--- src/rtl/ram_burst_master.sv ---
// Burst master for a 16x8 synchronous single-port RAM: write bursts come from a
// valid/ready stream, read bursts return through a 3-entry skid FIFO.
module ram_burst_master #(
  parameter int ADDR_W = 4,
  parameter int DATA_W = 8
) (
  input  logic              clk,
  input  logic              rst_n,
  input  logic              cmd_valid_i,
  output logic              cmd_ready_o,
  input  logic              cmd_write_i,
  input  logic [ADDR_W-1:0] cmd_addr_i,
  input  logic [ADDR_W-1:0] cmd_len_i,
  input  logic              wr_valid_i,
  output logic              wr_ready_o,
  input  logic [DATA_W-1:0] wr_data_i,
  output logic              rd_valid_o,
  input  logic              rd_ready_i,
  output logic [DATA_W-1:0] rd_data_o,
  output logic              busy_o,
  output logic              done_o,
  output logic              ram_we_o,
  output logic [ADDR_W-1:0] ram_addr_o,
  output logic [DATA_W-1:0] ram_din_o,
  input  logic [DATA_W-1:0] ram_dout_i
);

  localparam logic [1:0] S_IDLE  = 2'd0;
  localparam logic [1:0] S_WRITE = 2'd1;
  localparam logic [1:0] S_READ  = 2'd2;
  localparam int         DEPTH   = 3;
  localparam logic [ADDR_W-1:0] ONE_A = 1;
  localparam logic [ADDR_W:0]   ONE_I = 1;

  logic [1:0]        state_q, state_d;
  logic [ADDR_W-1:0] ptr_q, ptr_d;
  logic [ADDR_W-1:0] cnt_q, cnt_d;   // beats left minus one (writes / pops)
  logic [ADDR_W:0]   iss_q, iss_d;   // read issues still owed
  logic              done_q, done_d;

  // tag[0]: read issued this cycle; tag[1]: ram_dout holds that read's data
  logic [1:0]        tag;
  logic              tag1_q;
  logic              issue, push, pop;
  logic [2:0]        credit_used;

  logic [DATA_W-1:0] mem_q [DEPTH];
  logic [1:0]        wp_q, rp_q, fcnt_q;

  function automatic logic [1:0] inc3(input logic [1:0] p);
    return (p == 2'd2) ? 2'd0 : p + 2'd1;
  endfunction

  assign credit_used = {1'b0, fcnt_q} + {2'b00, tag1_q};
  assign issue       = (state_q == S_READ) && (iss_q != '0) && (credit_used < 3'd3);
  assign tag         = {tag1_q, issue};
  assign push        = tag[1];
  assign pop         = rd_valid_o && rd_ready_i;

  assign cmd_ready_o = (state_q == S_IDLE);
  assign busy_o      = (state_q != S_IDLE);
  assign done_o      = done_q;
  assign wr_ready_o  = (state_q == S_WRITE);
  assign ram_we_o    = (state_q == S_WRITE) && wr_valid_i;
  assign ram_din_o   = (state_q == S_WRITE) ? wr_data_i : '0;
  assign ram_addr_o  = ptr_q;
  assign rd_valid_o  = (fcnt_q != 2'd0);
  assign rd_data_o   = mem_q[rp_q];

  always_comb begin
    state_d = state_q;
    ptr_d   = ptr_q;
    cnt_d   = cnt_q;
    iss_d   = iss_q;
    done_d  = 1'b0;
    case (state_q)
      S_IDLE: if (cmd_valid_i) begin
        ptr_d   = cmd_addr_i;
        cnt_d   = cmd_len_i;
        iss_d   = {1'b0, cmd_len_i} + ONE_I;
        state_d = cmd_write_i ? S_WRITE : S_READ;
      end
      S_WRITE: if (wr_valid_i) begin
        ptr_d = ptr_q + ONE_A;
        cnt_d = cnt_q - ONE_A;
        if (cnt_q == '0) begin
          state_d = S_IDLE;
          done_d  = 1'b1;
        end
      end
      S_READ: begin
        if (issue) begin
          ptr_d = ptr_q + ONE_A;
          iss_d = iss_q - ONE_I;
        end
        if (pop) begin
          cnt_d = cnt_q - ONE_A;
          if (cnt_q == '0) begin
            state_d = S_IDLE;
            done_d  = 1'b1;
          end
        end
      end
      default: state_d = S_IDLE;
    endcase
  end

  always_ff @(posedge clk or negedge rst_n) begin
    if (!rst_n) begin
      state_q <= S_IDLE;
      ptr_q   <= '0;
      cnt_q   <= '0;
      iss_q   <= '0;
      done_q  <= 1'b0;
      tag1_q  <= 1'b0;
    end else begin
      state_q <= state_d;
      ptr_q   <= ptr_d;
      cnt_q   <= cnt_d;
      iss_q   <= iss_d;
      done_q  <= done_d;
      tag1_q  <= tag[0];
    end
  end

  // Output FIFO; credit-limited issue keeps occupancy at or below DEPTH.
  always_ff @(posedge clk or negedge rst_n) begin
    if (!rst_n) begin
      wp_q   <= 2'd0;
      rp_q   <= 2'd0;
      fcnt_q <= 2'd0;
      for (int i = 0; i < DEPTH; i++) mem_q[i] <= '0;
    end else begin
      if (push) begin
        mem_q[wp_q] <= ram_dout_i;
        wp_q        <= inc3(wp_q);
      end
      if (pop) rp_q <= inc3(rp_q);
      case ({push, pop})
        2'b10:   fcnt_q <= fcnt_q + 2'd1;
        2'b01:   fcnt_q <= fcnt_q - 2'd1;
        default: fcnt_q <= fcnt_q;
      endcase
    end
  end

endmodule

--- config.mk ---
export PLATFORM = sky130hd
export DESIGN_NAME = ram_burst_master
export DESIGN_NICKNAME = d
export VERILOG_FILES = /design/src/rtl/ram_burst_master.sv
export SDC_FILE = /design/constraint.sdc
export NUM_CORES = 1
export LEC_CHECK = 0
export BUFFER_PORTS_ARGS = -buffer_cell sky130_fd_sc_hd__buf_2
export CAP_MARGIN = 10
export CELL_PAD_IN_SITES_DETAIL_PLACEMENT = 1
export CELL_PAD_IN_SITES_GLOBAL_PLACEMENT = 2
export CORE_ASPECT_RATIO = 1.1
export CORE_MARGIN = 2
export CORE_UTILIZATION = 30
export CTS_CLUSTER_DIAMETER = 60
export DETAILED_ROUTE_END_ITERATION = 16
export PLACE_DENSITY_LB_ADDON = 0.1
export SETUP_SLACK_MARGIN = 0.1
export SLEW_MARGIN = 20
export SYNTH_ARGS = -nofsm -noshare
export SYNTH_HDL_FRONTEND = slang
export SYNTH_SLANG_ARGS = --single-unit
--- constraint.sdc ---
create_clock -name clk -period 5.5 [get_ports clk]
set_input_delay 0.275 -clock clk [delete_from_list [all_inputs] [get_ports clk]]
set_output_delay 0.275 -clock clk [all_outputs]
set_load 0.01 [all_outputs]
# Word-level counts from Yosys, hierarchy flattened
# Index checks and enable logic that the tools add are counted.
[totals]
word_cells = 85
n_memories = 0
latch_bits = 0
ram_bits = 0
mem_bits_ro = 0
ff_bits = 47
[op_classes]
n_mul = 0
reduce_logical = 17
n_lt_le_gt_ge = 4
add_sub_neg = 9
bitwise = 2
shift = 0
eq_ne = 10
mux = 31
n_div = 0
[ops]
columns = ["cell", "count"]
rows = [
  ["8-bit two-way mux", 4],
  ["24-bit bitwise mux", 1],
  ["4-bit two-way mux", 6],
  ["4-bit case mux with 3 select lines", 2],
  ["8-bit binary-select mux with 2-bit select", 1],
  ["8-bit demux with 2-bit select", 1],
  ["2-bit two-way mux", 7],
  ["5-bit two-way mux", 2],
  ["5-bit case mux with 2 select lines", 1],
  ["2-bit == test (second input constant)", 4],
  ["2-bit inequality test (second input constant)", 4],
  ["4-bit AND reduction", 2],
  ["2-bit nonzero test", 4],
  ["2-bit by 1-bit adder with 2-bit output (second input constant)", 3],
  ["3-bit >= comparator (second input constant)", 2],
  ["2-bit inverter with 3-bit output", 2],
  ["2-bit case mux with 3 select lines", 1],
  ["3-bit AND reduction", 2],
  ["4-bit by 1-bit adder with 5-bit output (second input constant)", 1],
  ["1-bit logical AND", 5],
  ["5-bit nonzero test", 1],
  ["5-bit by 1-bit subtractor with 5-bit output (second input constant)", 1],
  ["4-bit by 1-bit adder with 4-bit output (second input constant)", 1],
  ["2-bit by 1-bit == test with 1-bit output (second input constant)", 2],
  ["other kinds (11)", 13],
]

# Depth between registers and ports, before layout
[depth]
word_depth = 6
ltp_mapped = 7
mapped_depth_nobuf = 6

# Worst setup path after synthesis
# No wires, ideal clock.
[synth_path]
path_type = "reg-to-reg"
startpoint = "reg fcnt_q[0]"
endpoint = "reg ptr_q[3], in the netlist ram_addr_o[3]"
t_required_ns = 5.365
arrival_time_ns = 1.750
synth_period_minus_slack_ns = 1.885
setup_ns = 0.135
path_slack_ns = 3.615
path_stages_with_launch = 7
path_cell_list = "dfrtp_1 ha_1 ha_1 a21o_1 o21a_1 o41ai_1 a211oi_1"
[synth_between]
elab_chain_cells = 5
[synth_lines]
columns = ["element", "line", "source"]
rows = [
  ["start, declared", "48", "logic [1:0] wp_q, rp_q, fcnt_q;"],
  ["start signal, assigned", "140", "2'b10: fcnt_q <= fcnt_q + 2'd1;"],
  ["start signal, assigned", "141", "2'b01: fcnt_q <= fcnt_q - 2'd1;"],
  ["start signal, assigned", "142", "default: fcnt_q <= fcnt_q;"],
  ["2-bit by 1-bit adder with 3-bit output", "54", "assign credit_used = {1'b0, fcnt_q} + {2'b00, tag1_q};"],
  ["3-bit by 2-bit less-than comparator with 1-bit output", "55", "assign issue = (state_q == S_READ) && (iss_q != '0) && (credit_used < 3'd3);"],
  ["1-bit logical AND", "55", ""],
  ["2-bit inequality test (no line)", "n/a", ""],
  ["4-bit AND reduction (no line)", "n/a", ""],
  ["end signal, assigned", "118", "ptr_q <= ptr_d;"],
  ["end, declared", "36", "logic [ADDR_W-1:0] ptr_q, ptr_d;"],
]
# Every way passes these cells.
# A chain may end at the register's enable or synchronous reset.

# Worst setup path after layout
[layout_path]
startpoint = "reg rp_q[1]"
endpoint = "out rd_data_o[5]"
[layout_between]
elab_chain_cells = 4
[layout_lines]
columns = ["element", "line", "source"]
rows = [
  ["start, declared", "48", ""],
  ["start signal, assigned", "138", "if (pop) rp_q <= inc3(rp_q);"],
  ["2-bit inverter with 3-bit output (not written as such)", "68", "assign rd_data_o = mem_q[rp_q];"],
  ["8-bit binary-select mux with 2-bit select", "68", ""],
  ["8-bit two-way mux (not written as such) (2 in a row)", "68", ""],
  ["end, declared", "19", "output logic [DATA_W-1:0] rd_data_o,"],
]
# Every way passes these cells. The select of a mux whose other input is x is not followed.

==> flow_metrics.tcl <==
set metrics [dict create \
    dr.pass1.iters 4 \
    h-tree-depth 2 \
    detailedRoute.firstIterationViolations 50 \
    insertion_delay_ns 0.31 \
    postSynthCellCount 241 \
    powerDensity_nw_per_um2 600 \
    cts_tree "built" \
    timing.critical_path.arrival_ns 1.89 \
    nets 335 \
    chipHeight_um 101 \
    cp_num_cells 4 \
    drc_violation_count_after_routing 0 \
    place.detailed.instances 399 \
    power_switching_uw 763 \
    boundaryPins 56 \
    critical_path_required_ns 5.22 \
    grt_pass1_wl_mm 10.2 \
    cts_setup_buffers 0 \
    fillerInstances 995 \
    seqPwrFrac_pct 36.5 \
    initial_core_util_pct 30.7 \
    r2r.worst_path.cells 6 \
    drt-total-wl_mm 6.00 \
    status "finished, final reports clean" \
    design.core.area_um2 8320 \
    clockRootBuffer "sky130_fd_sc_hd__clkbuf_8" \
    ant_nets 0 \
    std_cell_rows 35 \
    crit_buf_inv 1 \
    power.static_leakage_nw 1.40 \
    yosysTopAreaCell "sky130_fd_sc_hd__dfrtp_1" \
    final.period_utilization_pct 39.4 \
    cts_made_buffers 5 \
    number_of_antenna_violations_at_the_first_check_in_global_routing 0 \
    crit_path_start "rp_q[1]$_DFFE_PN0P_" \
    worst_setup_path_start_kind "flop" \
    track_usage_pct 13.9 \
    final_cells 407 \
    worstSetupEndpointType "primary output" \
    crit_end "rd_data_o[5]" \
    timing_worst_setup_path_type "flop to primary output" \
    post_synth_instance_area_um2 2560 \
    sw_frac_of_total_pct 41.9 \
    post_cts.resized_instances 0 \
    r2r-start "fcnt_q[0]$_DFFE_PN0P_" \
    detail_route.wl_per_cell_um 14.7 \
    clkPwrFrac_pct 12.6 \
    diodes 0 \
    cts_num_sinks 47 \
    post_cts_hold_buffer_count 0 \
    clk_transition_reported_paths_ns 0.09 \
    hold_viol_final 0 \
    pin_count_of_the_biggest_net_entering_global_routing 48 \
    syn2layout_area_growth_pct 18.8 \
    slew_violations 0 \
    finalCriticalPeriod_ns 2.17 \
    unrepaired_setup_endpoints_after_global_routing "false" \
    synthDistinctLibCells 44 \
    gr-total-overflow 0 \
    synth_largest_type_area_fraction_pct 46.0 \
    synth_ff_type "sky130_fd_sc_hd__dfrtp_1" \
    timing.rr.end "ram_addr_o[3]$_DFFE_PN0P_" \
    synth_enable_flop_cells 0 \
    max_clock_freq_mhz 461 \
    fin_setup_tns_ns 0 \
    setup_violations 0 \
    worstMarginPinSlew_ns 0.748 \
    syn-mean-instance-area_um2 10.6 \
    yosysWarningCount 0 \
    via_count 1944 \
    viasPerCell 4.78 \
    chipWidth_um 92.0 \
    syn-num-nets 281 \
    synth_top_cells_by_area "sky130_fd_sc_hd__dfrtp_1, sky130_fd_sc_hd__mux2_2, sky130_fd_sc_hd__mux2i_1" \
    cap_violations 0 \
    async_flop_share_pct 100 \
    layout-drive-gt1-share_pct 34.1 \
    clock_skew_ns 0.00879 \
    die_area_um2 9280 \
    critical_path_peak_fanout 11 \
    gp_congestion 0.742 \
    first_global_vias 2068 \
    synth_sequential_area_ratio_pct 46.0 \
    synth-seq-cells 47 \
    critPathTopFamily "simple AND/OR/NAND/NOR gates" \
    setup.reg_to_reg.worst_slack_ns 3.40 \
    design_internal_power_mw 1.06 \
    power_frac_comb_pct 51.0 \
    cpMaxStageDelayCell "sky130_fd_sc_hd__nor2b_1" \
    class_of_the_most_critical_hold_timing_path "primary input to asynchronous set/reset pin" \
    irDropWorstVdd_uv 309 \
    portBuffers 55 \
    cpPeakStageDelay_ns 0.64 \
    cts_max_path_buffers 2 \
    max_slew_margin_pct 49.9 \
    hpwl_after_detailed_placement_mm 4.46 \
    cp_cell_sequence "nor2b_1, nand2_1, o21ai_0, buf_2" \
]
through the flow:
stage	utilization, %	hold WS (ns)	total power [mW]	setup slack [ns]	instance area, um^2
2_1_floorplan	-	-0.0206	1.34	3.61	2560
3_3_place_gp	35.3	0.431	1.61	3.44	2940
3_5_place_dp	35.3	0.432	1.62	3.41	2940
4_1_cts	36.5	0.0899	1.86	3.26	3040
5_1_grt	36.5	0.104	2.00	3.12	3040
6_report	36.5	0.0587	1.82	3.33	3040
cell usage in the layout, fill, tap and decap left out, types with 6 or more instances in the layout:
| master | count |
|---|---|
| sky130_fd_sc_hd__inv_1 | 13 |
| sky130_fd_sc_hd__clkbuf_8 | 6 |
| sky130_fd_sc_hd__o21ai_0 | 22 |
| sky130_fd_sc_hd__mux2_2 | 24 |
| sky130_fd_sc_hd__and2_1 | 9 |
| sky130_fd_sc_hd__buf_2 | 55 |
| sky130_fd_sc_hd__mux2i_1 | 13 |
| sky130_fd_sc_hd__dfrtp_1 | 47 |
| sky130_fd_sc_hd__nand3_1 | 6 |
| sky130_fd_sc_hd__nand2_1 | 19 |
| sky130_fd_sc_hd__ha_1 | 10 |
| sky130_fd_sc_hd__nor2_1 | 6 |
| sky130_fd_sc_hd__nor3_1 | 7 |
logic make-up (layout without fill, tap and decap cells):
logic type	after synthesis	in the layout	share of synthesized area [%]
flip-flops	47	47	46.0
adder cells (fa/ha/maj)	10	10	4.89
AO/OA/AOI/OAI	49	49	13.5
buffers and inverters	23	78	3.57
XOR/XNOR	5	5	1.71
AND/OR/NAND/NOR	70	70	14.7
multiplexers	37	37	15.7
layer usage:
metal  GRT usage [%]  routed length (um)  vias to the layer above
met4            3.79                  78                        0
met3            2.92                 197                        6
met5               0                   0                        -
met1            17.8                2770                      950
li1                -                   -                      958
met2            24.0                2960                       30
state kept, by name, summed over array words and instances (netlist names):
name and count:
wp_q 2, rp_q 2, mem_q 24, iss_q 5, cnt_q 4, done_o 1
state_q 2, push 1, fcnt_q 2, ram_addr_o 4
worst reg2reg max path, cell delays in order (launching register included):
cell	delay [ns]
sky130_fd_sc_hd__dfrtp_1	0.47
sky130_fd_sc_hd__ha_1	0.22
sky130_fd_sc_hd__ha_1	0.28
sky130_fd_sc_hd__a21o_1	0.22
sky130_fd_sc_hd__o21ai_1	0.31
sky130_fd_sc_hd__nand2b_1	0.20
sky130_fd_sc_hd__a211oi_1	0.28
power groups by stage:
stage / sequential [mW] / clock (mW) / combinational [mW]
floorplan: 0.624 / 0 / 0.712
global placement: 0.675 / 0 / 0.936
detailed placement: 0.676 / 0 / 0.946
CTS: 0.669 / 0.242 / 0.952
global route: 0.694 / 0.253 / 1.05
finish: 0.664 / 0.229 / 0.928
cell type report:
cell class | count | area [um^2] | area share [%]
flip-flops and latches | 47 | 1180 | 38.7
repair buffers | 56 | 283 | 9.30
multi-input cells | 171 | 1290 | 42.4
inverters | 14 | 52.6 | 1.73
well taps | 111 | 139 | 4.57
clock buffers | 6 | 82.6 | 2.72
clock inverters | 2 | 16.3 | 0.535
worst min-delay path by stage:
stage	startpoint	to	slack (ns)	depth (start not counted)
2_1_floorplan	rst_n	cnt_q[0]$_DFFE_PN0P_	-0.02	0
3_3_place_gp	rst_n	mem_q[14]$_DFFE_PN0P_	0.43	2
3_5_place_dp	rst_n	mem_q[14]$_DFFE_PN0P_	0.43	2
4_1_cts	rst_n	mem_q[14]$_DFFE_PN0P_	0.09	2
5_1_grt	rst_n	mem_q[14]$_DFFE_PN0P_	0.10	2
6_report	rst_n	mem_q[22]$_DFFE_PN0P_	0.06	2
synth_stat cells (3+ instances only):
library cell and n:
sky130_fd_sc_hd__o21ai_0 22, sky130_fd_sc_hd__clkbuf_1 5, sky130_fd_sc_hd__ha_1 10, sky130_fd_sc_hd__or2_2 3
sky130_fd_sc_hd__o31ai_1 3, sky130_fd_sc_hd__nor2_1 6, sky130_fd_sc_hd__mux2_2 24, sky130_fd_sc_hd__nor2b_1 5
sky130_fd_sc_hd__nand2b_1 5, sky130_fd_sc_hd__mux2i_1 13, sky130_fd_sc_hd__inv_1 13, sky130_fd_sc_hd__buf_2 3
sky130_fd_sc_hd__a21oi_1 4, sky130_fd_sc_hd__dfrtp_1 47, sky130_fd_sc_hd__nand3_1 6, sky130_fd_sc_hd__or3_1 3
sky130_fd_sc_hd__a21o_1 3, sky130_fd_sc_hd__xnor2_1 3, sky130_fd_sc_hd__nor3_1 7, sky130_fd_sc_hd__nand2_1 19
sky130_fd_sc_hd__and2_1 9
Note: power is estimated with default switching activity, not from simulation.
